--- src/rtl/if_prefetch_buffer.sv ---
// if_prefetch_buffer: instruction fetch front end with request issue, PC pairing queue and in-order prefetch FIFO
module if_prefetch_buffer #(
    parameter int unsigned DEPTH           = 2,
    parameter int unsigned MAX_OUTSTANDING = 2,
    parameter logic [31:0] RESET_PC        = 32'h0000_0000
) (
    input  logic        clk_i,
    input  logic        rst_i,
    input  logic        redirect_i,
    input  logic [31:0] redirect_pc_i,
    output logic        imem_req_o,
    output logic [31:0] imem_addr_o,
    input  logic        imem_gnt_i,
    input  logic        imem_rvalid_i,
    input  logic [31:0] imem_rdata_i,
    input  logic        imem_err_i,
    output logic        instr_valid_o,
    output logic [31:0] instr_o,
    output logic [31:0] instr_pc_o,
    output logic        instr_fault_o,
    input  logic        instr_ready_i
);
    localparam int unsigned AW = $clog2(DEPTH);
    localparam int unsigned CW = $clog2(DEPTH + 1);
    localparam int unsigned QW = MAX_OUTSTANDING > 1 ? $clog2(MAX_OUTSTANDING) : 1;
    localparam int unsigned OW = $clog2(MAX_OUTSTANDING + 1);
    localparam int unsigned DW = 8;

    typedef enum logic {RUN, HALT} state_t;

    state_t          state_q, state_d;
    logic [31:0]     fetch_pc;
    logic [OW-1:0]   outst;
    logic [DW-1:0]   discard;
    logic [31:0]     pcq [MAX_OUTSTANDING];
    logic [QW-1:0]   pcq_wr, pcq_rd;
    logic [64:0]     fifo [DEPTH];
    logic [AW-1:0]   wr_ptr, rd_ptr;
    logic [CW-1:0]   cnt;
    logic            gnt_ok, resp_ok, push, pop;

    function automatic logic [QW-1:0] qinc(input logic [QW-1:0] p);
        return (32'(p) == MAX_OUTSTANDING - 1) ? '0 : p + 1'b1;
    endfunction

    // A request only issues when every granted word is guaranteed a free FIFO slot
    assign imem_req_o    = ~rst_i & ~redirect_i & (state_q == RUN)
                         & (32'(cnt) + 32'(outst) < DEPTH) & (32'(outst) < MAX_OUTSTANDING);
    assign imem_addr_o   = fetch_pc;
    assign gnt_ok        = imem_req_o & imem_gnt_i;
    // Responses with nothing in flight (e.g. after reset) are ignored entirely
    assign resp_ok       = imem_rvalid_i & ((discard != '0) | (outst != '0));
    assign push          = resp_ok & ~redirect_i & (discard == '0);
    assign instr_valid_o = (cnt != '0) & ~redirect_i;
    assign pop           = instr_valid_o & instr_ready_i;
    assign instr_o       = fifo[rd_ptr][31:0];
    assign instr_pc_o    = fifo[rd_ptr][63:32];
    assign instr_fault_o = instr_valid_o & fifo[rd_ptr][64];

    // Fetch state register
    always_ff @(posedge clk_i) state_q <= rst_i ? RUN : state_d;

    // Halt once a faulting word is buffered; only a redirect resumes fetching
    always_comb begin
        state_d = redirect_i ? RUN : (push & imem_err_i) ? HALT : state_q;
    end

    // Fetch PC, in-flight accounting and PC queue pairing grants with responses
    always_ff @(posedge clk_i) begin
        if (rst_i) begin
            fetch_pc <= RESET_PC;
            outst    <= '0;
            discard  <= '0;
            pcq_wr   <= '0;
            pcq_rd   <= '0;
        end else if (redirect_i) begin
            fetch_pc <= redirect_pc_i & 32'hFFFF_FFFC;
            outst    <= '0;
            discard  <= discard + DW'(outst) - DW'(resp_ok);
            pcq_wr   <= '0;
            pcq_rd   <= '0;
        end else begin
            if (gnt_ok) begin
                fetch_pc    <= fetch_pc + 32'd4;
                pcq[pcq_wr] <= fetch_pc;
                pcq_wr      <= qinc(pcq_wr);
            end
            if (push)
                pcq_rd <= qinc(pcq_rd);
            if (resp_ok & (discard != '0))
                discard <= discard - 1'b1;
            outst <= outst + OW'(gnt_ok) - OW'(push);
        end
    end

    // In-order instruction FIFO of {fault, pc, word}; flushed by redirect
    always_ff @(posedge clk_i) begin
        if (rst_i) begin
            fifo   <= '{default: '0};
            wr_ptr <= '0;
            rd_ptr <= '0;
            cnt    <= '0;
        end else if (redirect_i) begin
            wr_ptr <= '0;
            rd_ptr <= '0;
            cnt    <= '0;
        end else begin
            if (push) begin
                fifo[wr_ptr] <= {imem_err_i, pcq[pcq_rd], imem_rdata_i};
                wr_ptr       <= wr_ptr + 1'b1;
            end
            if (pop)
                rd_ptr <= rd_ptr + 1'b1;
            cnt <= cnt + CW'(push) - CW'(pop);
        end
    end
endmodule
--- config.mk ---
export PLATFORM = sky130hd
export DESIGN_NAME = if_prefetch_buffer
export DESIGN_NICKNAME = d
export VERILOG_FILES = /design/src/rtl/if_prefetch_buffer.sv
export SDC_FILE = /design/constraint.sdc
export NUM_CORES = 1
export LEC_CHECK = 0
export BUFFER_PORTS_ARGS = -buffer_cell sky130_fd_sc_hd__buf_2
export CORE_UTILIZATION = 52
export CTS_BUF_LIST = sky130_fd_sc_hd__clkbuf_8
export CTS_CLUSTER_SIZE = 10
export DETAILED_ROUTE_END_ITERATION = 12
export GPL_TIMING_DRIVEN = 0
export PLACE_DENSITY = 0.89
export SETUP_SLACK_MARGIN = 0.05
export SYNTH_ARGS = -nofsm -noshare
export SYNTH_HDL_FRONTEND = slang
export SYNTH_SLANG_ARGS = --single-unit
--- constraint.sdc ---
create_clock -name clk_i -period 3.3 [get_ports clk_i]
set_input_delay 0.495 -clock clk_i [delete_from_list [all_inputs] [get_ports clk_i]]
set_output_delay 0.495 -clock clk_i [all_outputs]
set_load 0.05 [all_outputs]
## After elaboration in Yosys (flattened, before gate mapping)

Memory sizes are Yosys's and may differ from the RTL's. A register that Yosys moved wholly into a read port is not among the register bits.
Cells that the tools add are included.

| word-level totals | value |
|---|---|
| bits in registers | 179 |
| input port bits | 71 |
| memories | 1 |
| memory bits (writable) | 64 |

Memory list:

| memory | words | bits a word | read ports | clocked after memory_dff | wr ports | line | source |
|---|---|---|---|---|---|---|---|
| pcq | 2 | 32 | 1 | 1 | 1 | 35 | `logic [31:0] pcq [MAX_OUTSTANDING];` |

| operators by class | value |
|---|---|
| add/sub/neg operators | 13 |
| reduce and logical (&&, ||, !) cells | 9 |
| multiplexer cells | 18 |
| order comparisons | 5 |
| bitwise gates (word level) | 19 |

Operators by type and width:

| cell | number |
|---|---|
| $mux W65 | 4 |
| $bwmux W130 | 1 |
| $demux W65 S1 | 1 |
| $mux W32 | 2 |
| $add A32 B3 Y32 const B | 1 |
| $mux W8 | 2 |
| $and A1 B1 Y1 | 13 |
| $add A8 B2 Y8 | 1 |
| $logic_not A8 Y1 | 1 |
| $mux W1 | 8 |
| $reduce_bool A2 Y1 | 4 |
| $reduce_bool A8 Y1 | 1 |
| $sub A8 B1 Y8 | 1 |
| $sub A8 B1 Y8 const B | 1 |
| $add A1 B1 Y1 const B | 4 |
| $add A2 B1 Y2 | 2 |
| $ge A2 B2 Y1 const B | 2 |
| $not A1 Y2 | 2 |
| $sub A2 B1 Y2 | 2 |
| $add A2 B2 Y3 | 1 |
| $lt A3 B2 Y1 const B | 1 |
| $not A1 Y1 | 3 |
| $lt A2 B1 Y1 const B | 1 |
| $lt A2 B2 Y1 const B | 1 |
| other kinds (4) | 4 |

## Logic depth before layout (Yosys ltp)

| depth | value |
|---|---|
| word-level depth | 10 |
| mapped depth | 14 |
| mapped depth without buffers | 14 |

## Worst setup path after synthesis

Ideal clock, no wire load.

| path | value |
|---|---|
| path kind | register -> register |
| start | register outst[1] |
| end | memory pcq[0][10], enable pin |
| clock period less this slack | 3.455 ns |
| buffers on the path | 2 |
| setup time | 0.417 ns |
| path slack | -0.155 ns |
| cell stages (with the launch flop) | 9 |
| data required time | 2.883 ns |
| arrival time | 3.038 ns |
| cells stage by stage | dfxtp_1 > inv_1 > fa_1 > and4bb_2 > and3_1 > buf_2 > inv_2 > clkbuf_1 > nor2_1 |

| on the way | value |
|---|---|
| cells in the longest elaborated chain, start to end | 9 |

Ends and longest elaborated chain:

| element | line | source |
|---|---|---|
| from (decl) | 33 | `logic [OW-1:0] outst;` |
| from (signal assigned) | 92 | `outst <= outst + OW'(gnt_ok) - OW'(push);` |
| $add A2 B2 Y3 | 48 | `& (32'(cnt) + 32'(outst) < DEPTH) & (32'(outst) < MAX_OUTSTANDING);` |
| $lt A3 B2 Y1 | 48 |  |
| $and A1 B1 Y1 | 48 |  |
| $and A1 B1 Y1 * | 48 |  |
| $and A1 B1 Y1 * | 50 | `assign gnt_ok = imem_req_o & imem_gnt_i;` |
| $mux W1 * | 83 | `if (gnt_ok) begin` |
| $mux W1 * | 76 | `end else if (redirect_i) begin` |
| $mux W1 * | 70 | `if (rst_i) begin` |
| $mux W1 (not written as such) * | 85 | `pcq[pcq_wr] <= fetch_pc;` |
| to (decl) | 35 |  |

Every way passes the cells marked *; elsewhere a longest branch is shown, timed or not.

## Final worst setup path

| path | value |
|---|---|
| start | register discard[2] |
| end | register discard[6] |

| on the way | value |
|---|---|
| cells in the longest elaborated chain, start to end | 5 |

Ends and longest elaborated chain:

| element | line | source |
|---|---|---|
| from (decl) | 34 | `logic [DW-1:0] discard;` |
| from (signal assigned) | 79 | `discard <= discard + DW'(outst) - DW'(resp_ok);` |
| from (signal assigned) | 91 | `discard <= discard - 1'b1;` |
| branches (longest 5 deep; another with $add A8 B2 Y8) | n/a |  |

Several ways; the timed one is not identified. The select of a mux whose other input is x is not followed.
A chain may end at the register's enable or synchronous reset.

==> impl_metrics.csv <==
group,metric,value,unit
setup_path,required,3.74,ns
detailed_routing,ant_nets,0,
sta,slew_violations,0,
min_path,hold_depth,3,
sta,hold_viol,0,
setup_path,cp.arrival,3.57,ns
cts,cts_buffers,38,
die,die_x,142,um
setup_path,r2r_cells,14,
die,dieArea,20200,sq um
setup_path,cp_slowest_stage_delay,0.39,ns
die,core-area,19000,sq um
sta,fin_crit,3.12,ns
sta,fin_crit_sh,94.7,%
synth,synth_top_cell_by_area,"dfxtp_1",
setup_path,worstReg2RegEnd,"discard[6]",
detailed_routing,routed-wl-met2,13700,um
die,io_pins,170,
synth,syn-mean-instance-area,9.76,sq um
detailed_routing,drt-wirelength-per-cell,18.7,um
synth,yosysSeqAreaShare,51.8,%
cts,cts_tree,"done",
detailed_routing,drc_errors,0,
finish,multi_input_area,4550,sq um
power,p_switching,1.93,mW
detailed_routing,wl_met1,11200,um
detailed_routing,vias_per_cell,5.76,
flow_run,maxCapViolCount,0,
cts,h-tree-depth,2,
die,die_h,142,um
sta,worst_slack,0.176,ns
finish,seq_area,5290,sq um
synth,syn_inst,1046,
cts,clk_latency,0.53,ns
finish,drive_above_1_share,24.6,%
power,p_total,6.74,mW
sta,fin_skew,0.0171,ns
global_route,antenna_found_initial,7,
power,clockPowerShare,36.7,%
setup_path,crit_type,"flop to flop",
synth,synthTopCellsByArea,"dfxtp_1, edfxtp_1, mux2_2, nand2_1, a211oi_1",
synth,synthArstFlopShare,0,%
power,peakVddDrop,0.312,mV
global_route,grt.total_usage,28.4,%
placed_design,placed_area,11400,sq um
synth,synthDistinctLibCells,53,
setup_path,cp-start-kind,"flop",
detailed_routing,dr.pass1.iters,5,
detailed_routing,initialDrtViolationCount,628,
status,status,"completed",
finish,syn_to_final_growth,18.8,%
synth,synth_edf_count,60,
die,start_util,53.9,%
synth,synth_top_area_share,34.1,%
sta,tightestPinTransition,0.892,ns
power,p_leak,4.57,nW
synth,synthFlopType,"dfxtp_1",
min_path,min-delay-path-class,"primary input to flop",
placed_design,dp.final_hpwl,19900,um
detailed_routing,routed.top_layer,"met5",
finish,final_area,12100,sq um
synth,yosys_warnings,0,
cts,cts_buffer_depth,3,
min_path,hold_end,"imem_addr_o[29]",
setup_path,end_kind,"flop",
power,p_comb_share,16.9,%
finish,nFillCells,1492,
global_route,grt_max_degree,31,
global_route,grt_pass1_wl,44700,um
setup_path,crit_path_max_fanout,4,
cts,cts_sinks,234,
global_route,grt_pass1_vias,8764,
placed_design,gp_congestion,0.900,
setup_path,cp_slowest_cell,"fa_1",
power,power_per_cell_area,556,nW/um^2
setup_path,r2r-start,"discard[2]",
finish,final_nets,1344,
setup_path,r2r_setup_slack,0.18,ns
detailed_routing,via_count,8848,
detailed_routing,dr_wl_met3,2290,um
power,power.share.switching,28.6,%
synth,ys_seq_elements,234,
sta,rsz0062_at_grt,"true",
cts,root_buffer,"clkbuf_8",
synth,synth_area,10200,sq um
die,row_count,50,
synth,synthTopCellsByCount,"dfxtp_1, nand2_1, nor2_1",
setup_path,path_cells,"inv_1 -> ha_1 -> nand4_1 -> o31a_1 -> ha_1 -> inv_1 -> ha_1 -> inv_1 -> fa_1 -> nand2b_2 -> a2111oi_4 -> o31a_1 -> nor3_1 -> a211oi_1",
global_route,overflow,0,
power,sequentialPowerShare,46.4,%
cts,post_cts_buffers,0,
power,p_int,4.81,mW
sta,setup_violations,0,
min_path,min_from,"redirect_pc_i[29]",
cts,clk_pin_slew,0.07,ns
sta,fmax,0.320,GHz
detailed_routing,drt-total-wl,28800,um
sta,relSlewSlack,40.4,%
placed_design,port_buffers,161,
placed_design,dpl_worst_slack,-0.136,ns
-- metal layers --
layer	up-vias	global-route usage, %
met2	451	46.5
met3	130	6.63
met1	4172	34.1
met5	-	0
met4	4	16.9
li1	4091	-
-- layout by cell type (no fill, tap or decap), drive strengths merged, types with 3 or more instances in the layout --
cell	netlist	routed
inv	26	38
xor2	4	4
mux2	67	67
nor4	10	10
nor2	96	96
a211oi	76	76
conb	1	4
nand4	13	13
diode	0	5
dfxtp	174	174
ha	22	22
o21ai	6	6
buf	22	183
or4	9	9
o31a	3	3
and2	11	11
or3	6	6
o211ai	4	4
clkbuf	54	96
a311oi	4	4
nand2	174	174
a21oi	83	83
a31oi	6	6
xnor2	29	29
mux2i	31	31
clkinv	0	5
nor2b	4	4
nor3	6	6
and3	4	4
edfxtp	60	60
nand2b	4	4
o22ai	3	3
nand3	16	16
-- logic make-up (layout without fill, tap and decap cells) --
family                   count (synthesis)  in the layout  share of synthesized area [%]
AND/OR/NAND/NOR                        361            361                           15.7
flip-flops                             234            234                           51.8
AO/OA/AOI/OAI                          193            193                           12.1
buffers and inverters                  102            325                           4.03
multiplexers                            98             98                           10.4
XOR/XNOR                                33             33                           2.83
adder cells (fa/ha/maj)                 24             24                           3.09
other                                    1              9                         0.0367
-- worst max-delay path by stage --
stage / from / endpoint / slack [ns] / cells past startpoint
floorplan: outst[1] / pcq[0][10] / 0.34 / 8
global placement: outst[1] / pcq[0][27] / -0.34 / 8
detailed placement: discard[4] / discard[6] / -0.14 / 14
CTS: outst[1] / pcq[0][30] / 0.03 / 8
global route: discard[2] / discard[6] / -0.02 / 14
finish: discard[2] / discard[6] / 0.18 / 14
-- worst max-delay path: cells and delay by family (launching register included) --
kind,cells,cell delay [ns]
flops,1,0.35
compound gates,4,1.00
simple gates,3,0.42
fa+ha+maj,4,1.02
buf+inv,3,0.24
-- state kept, by name (all words and copies together) (netlist names), named ones only --
| register | cells |
|---|---|
| cnt | 2 |
| discard | 8 |
| fifo | 126 |
| imem_addr_o | 30 |
| outst | 2 |
| pcq | 60 |
| pcq_rd | 1 |
| pcq_wr | 1 |
| rd_ptr | 1 |
| state_q | 1 |
| wr_ptr | 1 |
-- power groups by stage --
stage	registers [mW]	logic (mW)	clock network, mW
CTS	3.11	1.10	2.47
finish	3.12	1.14	2.47
detailed placement	3.17	1.07	0
floorplan	3.23	0.719	0
global route	3.13	1.25	2.62
global placement	3.17	1.02	0
-- layout make-up --
class	instances	share of cell area (%)
Sequential cell	234	43.6
Clock buffer	43	4.88
Clock inverter	20	1.16
Tap cell	260	2.68
Inverter	26	0.805
Buffer	75	2.57
Timing Repair Buffer	161	6.65
Antenna cell	5	0.103
Multi-Input combinational cell	713	37.6
-- metrics by stage --
step	setup TNS, ns	utilization [%]	hold WS, ns	std cells
after floorplan	0	-	0.429	1049
after global placement	-10.22	59.9	0.438	1470
after detailed placement	-0.136	59.9	0.446	1470
after CTS	0	63.8	0.166	1533
after global routing	-0.0195	63.9	0.174	1536
final	0	64.0	0.165	1537
-- timing repair --
| action | 4_1_cts | 5_1_grt |
|---|---|---|
| pin swaps | 0 | 2 |
| endpoints found under the hold margin | 0 | 0 |
| resized for setup | 3 | 7 |
| hold buffers | 0 | 0 |
| endpoints found under the setup margin | 38 | 33 |
Note: power is estimated with default switching activity, not from simulation.
